$ cat config.mk
export PLATFORM = sky130hd
export DESIGN_NAME = approx_mul_pipe
export DESIGN_NICKNAME = d
export VERILOG_FILES = /design/src/rtl/approx_mul_pkg.sv /design/src/rtl/approx_pair_compress.sv /design/src/rtl/approx_mul_pipe.sv
export SDC_FILE = /design/constraint.sdc
export NUM_CORES = 1
export LEC_CHECK = 0
export ABC_CLOCK_PERIOD_IN_PS = 3900
export CAP_MARGIN = 5
export CORE_ASPECT_RATIO = 0.9
export CORE_MARGIN = 8
export CORE_UTILIZATION = 55
export DETAILED_ROUTE_END_ITERATION = 8
export GPL_TIMING_DRIVEN = 0
export HOLD_SLACK_MARGIN = 0.08
export PLACE_DENSITY = 0.85
export SYNTH_ARGS = -nofsm -noshare
export SYNTH_HDL_FRONTEND = slang
export SYNTH_SLANG_ARGS = --single-unit
$ cat constraint.sdc
create_clock -name clk -period 3.9 [get_ports clk]
set_clock_uncertainty 0.2 [all_clocks]
set_input_delay 0.39 -clock clk [delete_from_list [all_inputs] [get_ports clk]]
set_output_delay 0.39 -clock clk [all_outputs]
set_load 0.005 [all_outputs]
$ cat src/rtl/approx_mul_pkg.sv
// Shared definitions for the approximate pipelined multiplier.
// Mode encodings and the low-column approximation mask.
package approx_mul_pkg;

  localparam logic [1:0] MODE_EXACT = 2'b00;
  localparam logic [1:0] MODE_OR    = 2'b01;
  localparam logic [1:0] MODE_TRUNC = 2'b10;

  // Ones in product columns 0..cols-1.
  function automatic logic [31:0] approx_mask(input int cols);
    return (32'd1 << cols) - 32'd1;
  endfunction

endpackage

$ cat src/rtl/approx_pair_compress.sv
// Compresses partial-product rows 2K and 2K+1 into one value.
// High columns are exact; low columns are OR-ed or dropped by mode.
import approx_mul_pkg::*;

module approx_pair_compress #(
  parameter int W           = 8,
  parameter int APPROX_COLS = 4,
  parameter int K           = 0
) (
  input  logic [1:0]     x_pair,
  input  logic [W-1:0]   y,
  input  logic [1:0]     mode,
  output logic [2*W-1:0] p
);

  localparam int PW = 2 * W;
  localparam logic [31:0] M32 = approx_mask(APPROX_COLS);
  localparam logic [PW-1:0] M = M32[PW-1:0];

  logic [PW-1:0] ye;
  logic [PW-1:0] a;
  logic [PW-1:0] b;

  assign ye = {{W{1'b0}}, y};
  assign a  = x_pair[0] ? (ye << (2 * K)) : '0;
  assign b  = x_pair[1] ? (ye << (2 * K + 1)) : '0;

  // Select pair sum by mode; reserved mode falls back to exact.
  always_comb begin
    p = a + b;
    unique case (1'b1)
      (mode == MODE_OR):
        p = ((a & M) | (b & M)) + (a & ~M) + (b & ~M);
      (mode == MODE_TRUNC):
        p = (a & ~M) + (b & ~M);
      default:
        p = a + b;
    endcase
  end

endmodule

$ cat src/rtl/approx_mul_pipe.sv
// Two-stage pipelined W x W approximate multiplier.
// Stage 1 holds pair results; stage 2 holds their sum.
import approx_mul_pkg::*;

module approx_mul_pipe #(
  parameter int W           = 8,
  parameter int APPROX_COLS = 4
) (
  input  logic           clk,
  input  logic           rst,
  input  logic           in_valid,
  output logic           in_ready,
  input  logic [W-1:0]   in_x,
  input  logic [W-1:0]   in_y,
  input  logic [1:0]     in_mode,
  output logic           out_valid,
  input  logic           out_ready,
  output logic [2*W-1:0] out_p,
  output logic [1:0]     out_mode
);

  localparam int NP = W / 2;

  logic                     en;
  logic [NP-1:0][2*W-1:0]   pair_p;
  logic [NP-1:0][2*W-1:0]   s1_p;
  logic [1:0]               s1_mode;
  logic                     s1_v;
  logic [2*W-1:0]           sum;

  assign en       = ~out_valid | out_ready;
  assign in_ready = en;

  for (genvar k = 0; k < NP; k++) begin : g_pair
    approx_pair_compress #(
      .W           (W),
      .APPROX_COLS (APPROX_COLS),
      .K           (k)
    ) u_pair (
      .x_pair (in_x[2*k+1:2*k]),
      .y      (in_y),
      .mode   (in_mode),
      .p      (pair_p[k])
    );
  end

  // Stage 1: capture pair results, mode and beat valid.
  always_ff @(posedge clk or posedge rst) begin
    if (rst) begin
      s1_p    <= '0;
      s1_mode <= '0;
      s1_v    <= 1'b0;
    end else if (en) begin
      s1_p    <= pair_p;
      s1_mode <= in_mode;
      s1_v    <= in_valid;
    end
  end

  // Sum of all pair results, wrapping at 2W bits.
  always_comb begin
    sum = '0;
    for (int i = 0; i < NP; i++) begin
      sum = sum + s1_p[i];
    end
  end

  // Stage 2: register product, mode and output valid.
  always_ff @(posedge clk or posedge rst) begin
    if (rst) begin
      out_p     <= '0;
      out_mode  <= '0;
      out_valid <= 1'b0;
    end else if (en) begin
      out_p     <= sum;
      out_mode  <= s1_mode;
      out_valid <= s1_v;
    end
  end

endmodule

# Word level (Yosys, flattened, before mapping)
# Cells that the tools add are included.
[word_totals]
wordCells = 48
output_inout_bits = 20
regBits = 86
[op_classes]
n_mux = 12
n_eq_ne = 2
addsub = 19
n_bitwise = 6
[ops]
columns = ["op", "count"]
rows = [
  ["adder 16 bit", 19],
  ["case mux 16 bit (2 select lines)", 4],
  ["OR 4 bit", 4],
  ["2-to-1 mux 15 bit", 1],
  ["2-to-1 mux 14 bit", 1],
  ["2-to-1 mux 13 bit", 1],
  ["2-to-1 mux 12 bit", 1],
  ["2-to-1 mux 11 bit", 1],
  ["2-to-1 mux 10 bit", 1],
  ["2-to-1 mux 9 bit", 1],
  ["2-to-1 mux 8 bit", 1],
  ["equality test 2 x 1 -> 1 bit (second input constant)", 1],
  ["equality test 2 bit (second input constant)", 1],
  ["inverter 1 bit", 1],
  ["OR 1 bit", 1],
]

# Logic depth before layout (Yosys ltp)
# Gate-level depths: netlist (run 1).
[logic_depth]
depth_word = 5
ltp_mapped = 12
depth_no_buf = 12

# By module
# From an unflattened synthesis (run 1), not the netlist that was laid out.
[unflattened]
hier_cells = 822
area_unflattened_um2 = 6907.9
[by_module_without_submodules]
columns = ["module", "cells_per_inst", "area_each_um2", "n_inst"]
rows = [
  ["approx_mul_pipe", 494, 4638.2, 1],
  ["approx_pair_compress at g_pair[2].u_pair ...", 60, 437.9, 2],
  ["approx_pair_compress at g_pair[0].u_pair", 109, 708.2, 1],
  ["approx_pair_compress at g_pair[1].u_pair", 99, 685.7, 1],
]

# Worst setup path after synthesis (run 1)
# OpenSTA, ideal clock, no wires.
[synth_timing]
kind = "reg2reg"
start = "register s1_p[4] (netlist bit)"
end = "register out_p[12]"
period_less_slack_ns = 3.204
setup_slack_ns = 0.696
arrival_ns = 2.883
stages_incl_launch_ff = 13
path_buffers = 0
t_required_ns = 3.579
setup_time_ns = 0.121
cell_sequence = "dfrtp_1 inv_1 fa_1 inv_1 ha_1 ha_1 fa_1 a211oi_2 nor2_1 or4_1 a31oi_1 xor2_1 o21ai_1"
[synth_via]
elab_chain_cells = 3
[synth_rtl]
columns = ["element", "line", "rtl"]
rows = [
  ["start, declared", "approx_mul_pipe.sv:26", "logic [NP-1:0][2*W-1:0] s1_p;"],
  ["start signal, assigned", "approx_mul_pipe.sv:54", "s1_p <= pair_p;"],
  ["adder 16 bit (3 in a row)", "approx_mul_pipe.sv:64", "sum = sum + s1_p[i];"],
  ["end signal, assigned", "approx_mul_pipe.sv:75", "out_p <= sum;"],
  ["end, declared", "approx_mul_pipe.sv:18", "output logic [2*W-1:0] out_p,"],
]
# Every way passes these cells.
# A chain may end at the register's enable or synchronous reset.

# Worst setup path in the final report (run 1)
[layout_timing]
start = "register s1_p[23] (netlist bit)"
end = "register out_p[15]"
# Same word-level chain as after synthesis.

==> run metrics, run 1 <==
CTS clk-pin slew, worst paths approximately 0.08 ns; Initial Utilization between 50% and 60%; I/O pin count 42; routed len/inst approximately 17 um; largest net degree at the start of global routing 39; largest cells by area after synthesis dfrtp_1 31%, ha_1 13%, fa_1 7.9%; Post-synth EDFFs 0; Post-CTS Setup Bufs 0; layout cells sized above 1 roughly 4.0%; Mapped Area 5056 um^2; H-tree depth 3; CTS max path bufs 2; Mapped Nets 691; GRT Overall Usage 21.86%; worst endpoint required time 3.91 ns; Rows 33; Yosys Warn Count 0; die area roughly 13000 um^2; CP startpoint s1_p[23]; root buf cell clkbuf_8; Setup TNS 0 ns; average size of a mapped cell roughly 8.5 um^2; ys flop type dfrtp_1; Fmax 287.6 MHz; final setup vio count 0; area share of the largest cell type after synthesis between 30% and 40%; Layout area overhead 15.64%; drc violations 0; Startpoint Class flip-flop; Num CTS Buffers 9; Post-DRT Antenna Nets 0; total power slightly below 0.003 W; # hold bufs at CTS 0; critical path type reg2reg; Chip Height between 100 and 150 um; most instantiated library cell after synthesis nand2_1; vias in the first global route 4481; GRT Residual Overflow 0; Seq cells post-synth slightly above 60; First-pass DRT Iterations 5; post-detailed-route via-to-cell ratio between 5 and 6; GPL Wtd Cong about 0.97; DRT iter0 DRCs 314; worst flop-to-flop path startpoint s1_p[23]; Die X 117.1 um; cell taking the most area after synthesis dfrtp_1; Seq/Total Area, Yosys 30.69%; P per Cell Area between 400 and 500 nW/um^2; crit end category flip-flop; # port buffers 41; routed via count ~4400; worst hold path class in2async; Fin. Hold Viols 0; Static Leak 2.906 nW; n_diodes 0; antenna violations before repair 0; Max-slew headroom a little under three fifths; fin. max-slew vios 0; status completed; synth cell count leaders 83 x nand2_1, 74 x inv_1, 62 x dfrtp_1; Total Nets Final 744; Crit Path Max Fanout 5; min Tclk post-route around 3.5 ns; max_cap viols 0; Max VDD drop between 0.3 and 0.4 mV; Unique masters post-synth 45; Clock Latency Late Sink between 0.3 and 0.4 ns; post-DP HPWL about 10000 um; asr flop ratio synth 100.0%; first-pass GRT wire length about 21000 um; Worst-Margin Slew about 0.66 ns; CTS Sinks 62; core area ~9000 um^2; post-route clock period utilization between 80% and 90%; TritonCTS clock tree yes; Post-Syn Instances just under 600; total wire length between 10000 and 15000 um; Worst EP arrival ~3.5 ns; post-cts repair resize count 0; RSZ-0062 raised after global routing false
[final cells by class]
type / instances / area (um^2)
Fill cell: 719 / 3196
Clock inverter: 6 / 70.07
Inverter: 74 / 277.8
Sequential cell: 62 / 1551
Clock buffer: 10 / 137.6
Tap cell: 122 / 152.6
Timing Repair Buffer: 42 / 430.4
Buffer: 20 / 98.84
Multi-Input combinational cell: 440 / 3128
[layout by cell type (no fill, tap or decap), types with 17 or more instances in the layout]
| cell type | instances |
|---|---|
| a21oi_1 | 49 |
| and2_1 | 45 |
| clkdlybuf4s50_1 | 41 |
| dfrtp_1 | 62 |
| fa_1 | 20 |
| ha_1 | 53 |
| inv_1 | 73 |
| nand2_1 | 83 |
| nor2_1 | 35 |
| o21ai_0 | 31 |
| xor2_1 | 17 |
[cells by family after synthesis]
kind of cell	Yosys count	share of synthesized area, %
flip-flops	62	30.69
buffers and inverters	94	7.449
AND/OR/NAND/NOR	189	17.27
XOR/XNOR	32	5.543
AO/OA/AOI/OAI	146	18.02
adder cells (fa/ha/maj)	73	21.03
[power breakdown]
part           switching, W  internal [W]
Sequential        0.0000719      0.000795
Combinational      0.000785      0.000648
Clock              0.000275      0.000315
Total               0.00113       0.00176
[flip-flops by register name, summed over array words and instances (netlist names)]
register / flops
s1_p: 40
out_mode: 2
s1_v: 1
out_valid: 1
s1_mode: 2
out_p: 16
[per-layer routing]
metal | GRT usage (%) | part of all wire (%)
met1 | 27.12 | 42
met2 | 37.19 | 48
met3 | 2.809 | 7.1
met4 | 9.680 | 2.6
met5 | 0 | 0
[critical path, cell delays in order (launching register included)]
cell	delay, ns
dfrtp_1	0.37
inv_1	0.13
fa_1	0.48
fa_1	0.53
inv_1	0.05
ha_1	0.35
and2_1	0.19
a311o_1	0.33
a41o_1	0.29
a21oi_2	0.18
xor2_1	0.15
a21oi_1	0.08
[final timing paths]
kind / to / slack, ns / depth (start not counted)
hold / removal: s1_p[44] / 0.20 / 2
min in group clk: out_valid / 0.27 / 1
max in group asynchronous: s1_p[38] / 2.72 / 3
setup reg to reg: out_p[15] / 0.42 / 11
hold reg to reg: out_valid / 0.27 / 1
setup / recovery: out_p[15] / 0.42 / 11
[stage by stage]
step                util (%)  setup WS, ns  area [um^2]  hold slack, ns  cells
floorplan                  -        0.6961         5056          0.2300    596
global placement       62.14        0.5593         5619          0.2410    759
detailed placement     62.36        0.4768         5639          0.2554    760
CTS                    64.66        0.4578         5847          0.2091    776
global route           64.66        0.2937         5847          0.2533    776
finish                 64.66        0.4231         5847          0.1961    776
Note: power is estimated with default switching activity, not from simulation.
==> inputs of run 2 (changes only) <==
- PLACE_DENSITY: 0.85 -> 0.84
- SYNTH_HIERARCHICAL: unset -> 1
==> run 2 against run 1 <==
Compared with the run above: flip-flop and latch count is 24 higher; final area grew 35%; utilization fell by 1.5 points; register-to-register slack got worse by 0.19 ns; count of clock-buffer cells in the layout increased by 1; first-iteration DRC count is 75% higher; synthesized cell count rose by 38%; global-route usage decreased by 1.2 points.
==> run metrics, run 2 <==
P per Cell Area 541.0 nW/um^2 (+9.4%); die area 16410 um^2 (+31%); GPL Wtd Cong 0.9474 (-2.3%); fin. max-slew vios 0 (unchanged); Die X 134.1 um (+15%); First-pass DRT Iterations 5 (unchanged); xor and xnor area share after synthesis 3.804% (-1.7 points); CTS max path bufs 2 (unchanged); DRT iter0 DRCs 550 (+75%); routed via count 5593 (+26%); Yosys Warn Count 6 (+6); Total Nets Final 1002 (+35%); Initial Utilization 55.30% (-0.62 points); layout cells sized above 1 6.682% (+2.7 points); Layout area overhead 14.29%; Post-CTS Setup Bufs 0 (unchanged); Rows 39 (+18%); root buf cell clkbuf_16; asr flop ratio synth 100.0% (unchanged); Post-Syn Instances 822 (+38%); Crit Path Max Fanout 4 (-1); Startpoint Class flip-flop; GR Layer Usage met2 33.70% (-3.5 points); worst slack, placed 0.2695 ns (-0.2073 ns); Mapped Area 6908 um^2 (+37%); Largest register FFs 64 (+60%); crit end category flip-flop; Seq cells post-synth 86 (+39%); worst setup path end out_p[15]; Max-slew headroom 59.36% (+3.2 points); most instantiated library cell after synthesis nand2_1; adder-cell area share of the yosys netlist 19.67% (-1.4 points); average size of a mapped cell 8.404 um^2 (-0.94%); most common cell after layout, fill and taps aside nand2_1; Chip Height 122.3 um (+14%); worst hold slack 0.1507 ns (-0.04543 ns); Synth Area in Simple Gates 18.66% (+1.4 points); area share of the largest cell type after synthesis 31.15% (+0.47 points); Most Crowded Layer GR met2; registers with the highest flip-flop counts s1_p (64), out_p (16); Comb pwr share 53.2% (+3.6 points); largest net degree at the start of global routing 68 (+74%); multiplexer share of the synthesized area 0.3079% (+0.31 points); H-tree depth 3 (unchanged); I/O pin count 42 (unchanged); Inst Count DP 1046 (+38%); first-pass GRT wire length 26900 um (+27%); status completed; worst hold path class in2async; register-to-register setup slack 0.23 ns (-0.19 ns); commonest cells after routing, fill and taps aside 159 x nand2_1, 112 x inv_1, 86 x dfrtp_1, 70 x o21ai_0, 51 x ha_1; CTS Sinks 86 (+39%); RSZ-0062 raised after global routing false; final setup vio count 0 (unchanged); GRT Overall Usage 20.68% (-1.2 points); GRT Residual Overflow 0 (unchanged); max_cap viols 0 (unchanged); post-cts repair resize count 0 (unchanged); core area 12490 um^2 (+38%); Worst R2R Path Depth 10 (-1); n_diodes 0 (unchanged); antenna violations before repair 0 (unchanged); largest register by flop count s1_p; critical path type reg2reg; Seq/Total Area, Yosys 31.15% (+0.47 points); post-detailed-route via-to-cell ratio 5.266 (-8.0%); post-synthesis compound-gate area fraction 15.94% (-2.1 points); post-DP HPWL 12170 um (+23%); CTS clk-pin slew, worst paths 0.06 ns (-0.02 ns); ys flop type dfrtp_1; Int Pwr 0.002573 W (+46%); Post-DRT Antenna Nets 0 (unchanged); min Tclk post-route 3.667 ns (+0.1906 ns); vias in the first global route 5433 (+21%); Fin. Hold Viols 0 (unchanged); routed len/inst 15.21 um (-8.1%); Flop pwr share 27.4% (-2.6 points); cell taking the most area after synthesis dfrtp_1; switching power 0.001699 W (+50%); drc violations 0 (unchanged); fraction of met1 tracks used by global routing 27.72% (+0.60 points); Clock Power Share 19.4% (-1.0 points); total wire length 16150 um (+26%); largest cells by area after synthesis dfrtp_1 31%, fa_1 10%, ha_1 9.2%; Fmax 272.7 MHz (-5.2%); CP startpoint s1_p[1]; Max VDD drop 0.3080 mV (about the same); largest family of logic cells by synthesized area adder cells; # port buffers 39 (-4.9%); Worst EP arrival 3.68 ns (+0.19 ns); Post-synth EDFFs 0 (unchanged); # hold bufs at CTS 0 (unchanged); Num CTS Buffers 9 (unchanged); Static Leak 3.965 nW (+36%); worst flop-to-flop path startpoint s1_p[1]; FF-to-FF End out_p[15]; synth cell count leaders 159 x nand2_1, 113 x inv_1, 86 x dfrtp_1; fin cells 1062 (+37%); TritonCTS clock tree yes; M3 GR Usage 3.805% (+1.0 points); Worst-Margin Slew 0.6097 ns (-0.04749 ns); worst endpoint required time 3.91 ns (about the same); final worst slack 0.2326 ns (-0.1906 ns); switching share of power 39.77% (+0.61 points); Clock Latency Late Sink 0.35 ns (about the same); Unique masters post-synth 57 (+27%); post-route clock period utilization 94.04% (+4.9 points)
-- run 2: worst min-delay path by stage --
stage / to / slack, ns / cells after the start
after floorplan: s1_v / 0.23 / 2
after global placement: s1_v / 0.25 / 2
after detailed placement: s1_mode[1] / 0.26 / 2
after CTS: s1_p[13] / 0.16 / 2
after global routing: out_p[14] / 0.19 / 2
final: out_p[14] / 0.15 / 2
-- run 2: layout make-up --
cell class	count	area (um^2)
fill	1105	4597
multi-input combinational	593	4123
sequential	86	2152
inverter	113	426.7
timing repair buffer	40	417.9
buffer	50	284.0
clock buffer	11	252.7
tap	164	205.2
clock inverter	5	33.78
-- run 2: power groups by stage --
stage          combinational (W)  sequential (W)  clock (W)
6_report                 0.00227         0.00117   0.000829
5_1_grt                  0.00255         0.00119   0.000873
4_1_cts                  0.00226         0.00117   0.000840
3_5_place_dp             0.00223         0.00119          0
3_3_place_gp             0.00216         0.00118          0
2_1_floorplan            0.00161         0.00119          0
-- run 2: kinds of logic after synthesis --
| family | count (synthesis) |
|---|---|
| AOI/OAI and AO/OA | 171 |
| xor gates and xnor gates | 30 |
| adders and majority gates | 87 |
| buffers and inverters | 163 |
| DFF | 86 |
| muxes | 2 |
| other | 4 |
| and+or+nand+nor | 279 |
-- run 2: layer usage --
layer | share of wire (%) | vias to the layer above
met4 | 1.3 | 0
met3 | 6.3 | 16
li1 | - | 2768
met1 | 47 | 2646
met2 | 46 | 163
met5 | 0 | -
-- run 2: metrics by stage --
step	power, W	instance area (um^2)	setup TNS (ns)	util (%)
2_1_floorplan	0.002795	6983	0	-
3_3_place_gp	0.003344	7579	-21.26	60.67
3_5_place_dp	0.003417	7609	0	60.91
4_1_cts	0.004273	7895	0	63.20
5_1_grt	0.004621	7895	0	63.20
6_report	0.004272	7895	0	63.20
-- run 2: worst max-delay path, cell delays in order (launching register included) --
cell,delay (ns)
dfrtp_1,0.40
fa_1,0.56
fa_1,0.42
ha_1,0.24
fa_1,0.43
a211o_1,0.35
a211oi_2,0.35
nor3_1,0.11
o22a_1,0.22
xnor2_1,0.16
a21oi_1,0.08
==> inputs of run 3 (changes only) <==
- CORE_MARGIN: 8 -> unset
- SKIP_CTS_REPAIR_TIMING: unset -> 1
==> run 3 against run 2 <==
Compared with the run above: combinational power about the same; register-to-register slack got worse by 0.02 ns; via count increased by 1.8%; final cell count is 0.38% lower; flip-flop and latch count unchanged; wire length down 1.7%; sequential share of layout area is essentially flat; non-clock buffer count did not move; first-iteration DRC count fell by 2.2%; maximum frequency fell by 0.66%; critical endpoint is now out_p[13].
==> run metrics, run 3 (synthesis results as in run 2) <==
status completed; die area 13010 um^2 (-21%); Fmax 270.9 MHz (-0.66%); GRT Overall Usage 26.14% (+5.5 points); post-detailed-route via-to-cell ratio 5.379 (+2.1%); CTS clk-pin slew, worst paths 0.07 ns (about the same); CTS max path bufs 2 (unchanged); Worst-Margin Slew 0.6492 ns (+0.03958 ns); Die X 120.1 um (-10%); largest register by flop count s1_p; Worst R2R Path Depth 10 (unchanged); Initial Utilization 56.98% (+1.7 points); GRT Residual Overflow 0 (unchanged); critical path type reg2reg; worst hold path class in2async; worst endpoint required time 3.92 ns (about the same); final setup vio count 0 (unchanged); antenna violations before repair 0 (unchanged); GPL Wtd Cong 0.9466 (about the same); fin. max-slew vios 0 (unchanged); Static Leak 3.974 nW (+0.24%); vias in the first global route 5304 (-2.4%); layout cells sized above 1 6.682% (unchanged); DRT iter0 DRCs 538 (-2.2%); min Tclk post-route 3.692 ns (+0.02439 ns); n_diodes 0 (unchanged); Total Nets Final 1002 (unchanged); final design utilization 65.21% (+2.0 points); root buf cell clkbuf_16; CTS Sinks 86 (unchanged); P per Cell Area 547.5 nW/um^2 (+1.2%); most common cell after layout, fill and taps aside nand2_1; routed via count 5691 (+1.8%); crit end category flip-flop; core area 12120 um^2 (-2.9%); Layout area overhead 14.45%; registers with the highest flip-flop counts s1_p (64), out_p (16); Startpoint Class flip-flop; First-pass DRT Iterations 6 (+1); H-tree depth 3 (unchanged); commonest cells after routing, fill and taps aside 159 x nand2_1, 112 x inv_1, 86 x dfrtp_1, 70 x o21ai_0, 51 x ha_1; drc violations 0 (unchanged); routed len/inst 15.00 um (-1.4%); worst slack, placed 0.2406 ns (-0.02889 ns); RSZ-0062 raised after global routing false; worst hold slack 0.1644 ns (+0.01374 ns); Post-DRT Antenna Nets 0 (unchanged); Worst EP arrival 3.71 ns (+0.03 ns); Clock Latency Late Sink 0.34 ns (about the same); I/O pin count 42 (unchanged); max_cap viols 0 (unchanged); Crit Path Max Fanout 4 (unchanged); final worst slack 0.2082 ns (-0.02438 ns); first-pass GRT wire length 26160 um (-2.8%); largest net degree at the start of global routing 67 (-1.5%); Largest register FFs 64 (unchanged); total wire length 15870 um (-1.7%); Max-slew headroom 56.72% (-2.6 points); post-route clock period utilization 94.66% (+0.63 points); Max VDD drop 0.3213 mV (+4.3%); Num CTS Buffers 9 (unchanged); # port buffers 39 (unchanged); Fin. Hold Viols 0 (unchanged); Chip Height 108.3 um (-11%); Rows 38 (-2.6%); post-DP HPWL 12010 um (-1.4%); TritonCTS clock tree yes
-- run 3: changes by cell type in the layout (fill, tap and decap cells not counted), sizes merged --
cell	change
inv	+4
clkbuf	-2
clkinv	-2
bufinv	+1
clkinvlp	-1
-- run 3: path summary, 6_finish.rpt --
kind | startpoint | to | slack, ns
min in group clk | out_p[2] | out_p[2] | 0.27
setup / recovery | s1_p[1] | out_p[13] | 0.21
hold / removal | rst | out_p[2] | 0.16
hold reg to reg | out_p[2] | out_p[2] | 0.27
max in group asynchronous | rst | s1_p[58] | 2.74
setup reg to reg | s1_p[1] | out_p[13] | 0.21
-- run 3: layout make-up --
class                      count  area (um^2)
clock buffer                   9        225.2
fill                        1025         4218
tap                          160        200.2
clock inverter                 7        77.57
multi-input combinational    593         4123
timing repair buffer          40        417.9
inverter                     113        426.7
sequential                    86         2152
buffer                        50        284.0
-- run 3: critical path: stages (launching register included) --
cell      delay [ns]
dfrtp_1         0.41
fa_1            0.57
fa_1            0.42
ha_1            0.24
fa_1            0.42
a211o_1         0.34
a211oi_2        0.35
o31ai_1         0.12
a21oi_1         0.19
xor2_1          0.22
o21ai_1         0.08
-- run 3: report_power, final --
part	switching (W)	internal, W	total, W
clock	0.000386	0.000505	0.000891
sequential	0.0000810	0.00109	0.00117
combinational	0.00125	0.00101	0.00226
total	0.00172	0.00261	0.00433
-- run 3: routing by layer --
metal	part of all wire, %	vias to the layer above	global-route usage [%]
met1	48	2736	37.75
li1	-	2775	-
met5	0	-	0
met3	5.0	18	3.586
met2	46	162	42.00
met4	1.2	0	5.446
-- run 3: stage by stage --
| stage | setup TNS, ns | total power, W | instance area (um^2) | std cells |
|---|---|---|---|---|
| after global routing | 0 | 0.004689 | 7906 | 1058 |
| after CTS | 0 | 0.004331 | 7906 | 1058 |
| after detailed placement | 0 | 0.003411 | 7604 | 1042 |
| after global placement | -20.80 | 0.003334 | 7574 | 1041 |
| final | 0 | 0.004329 | 7906 | 1058 |
| after floorplan | 0 | 0.002795 | 6983 | 842 |
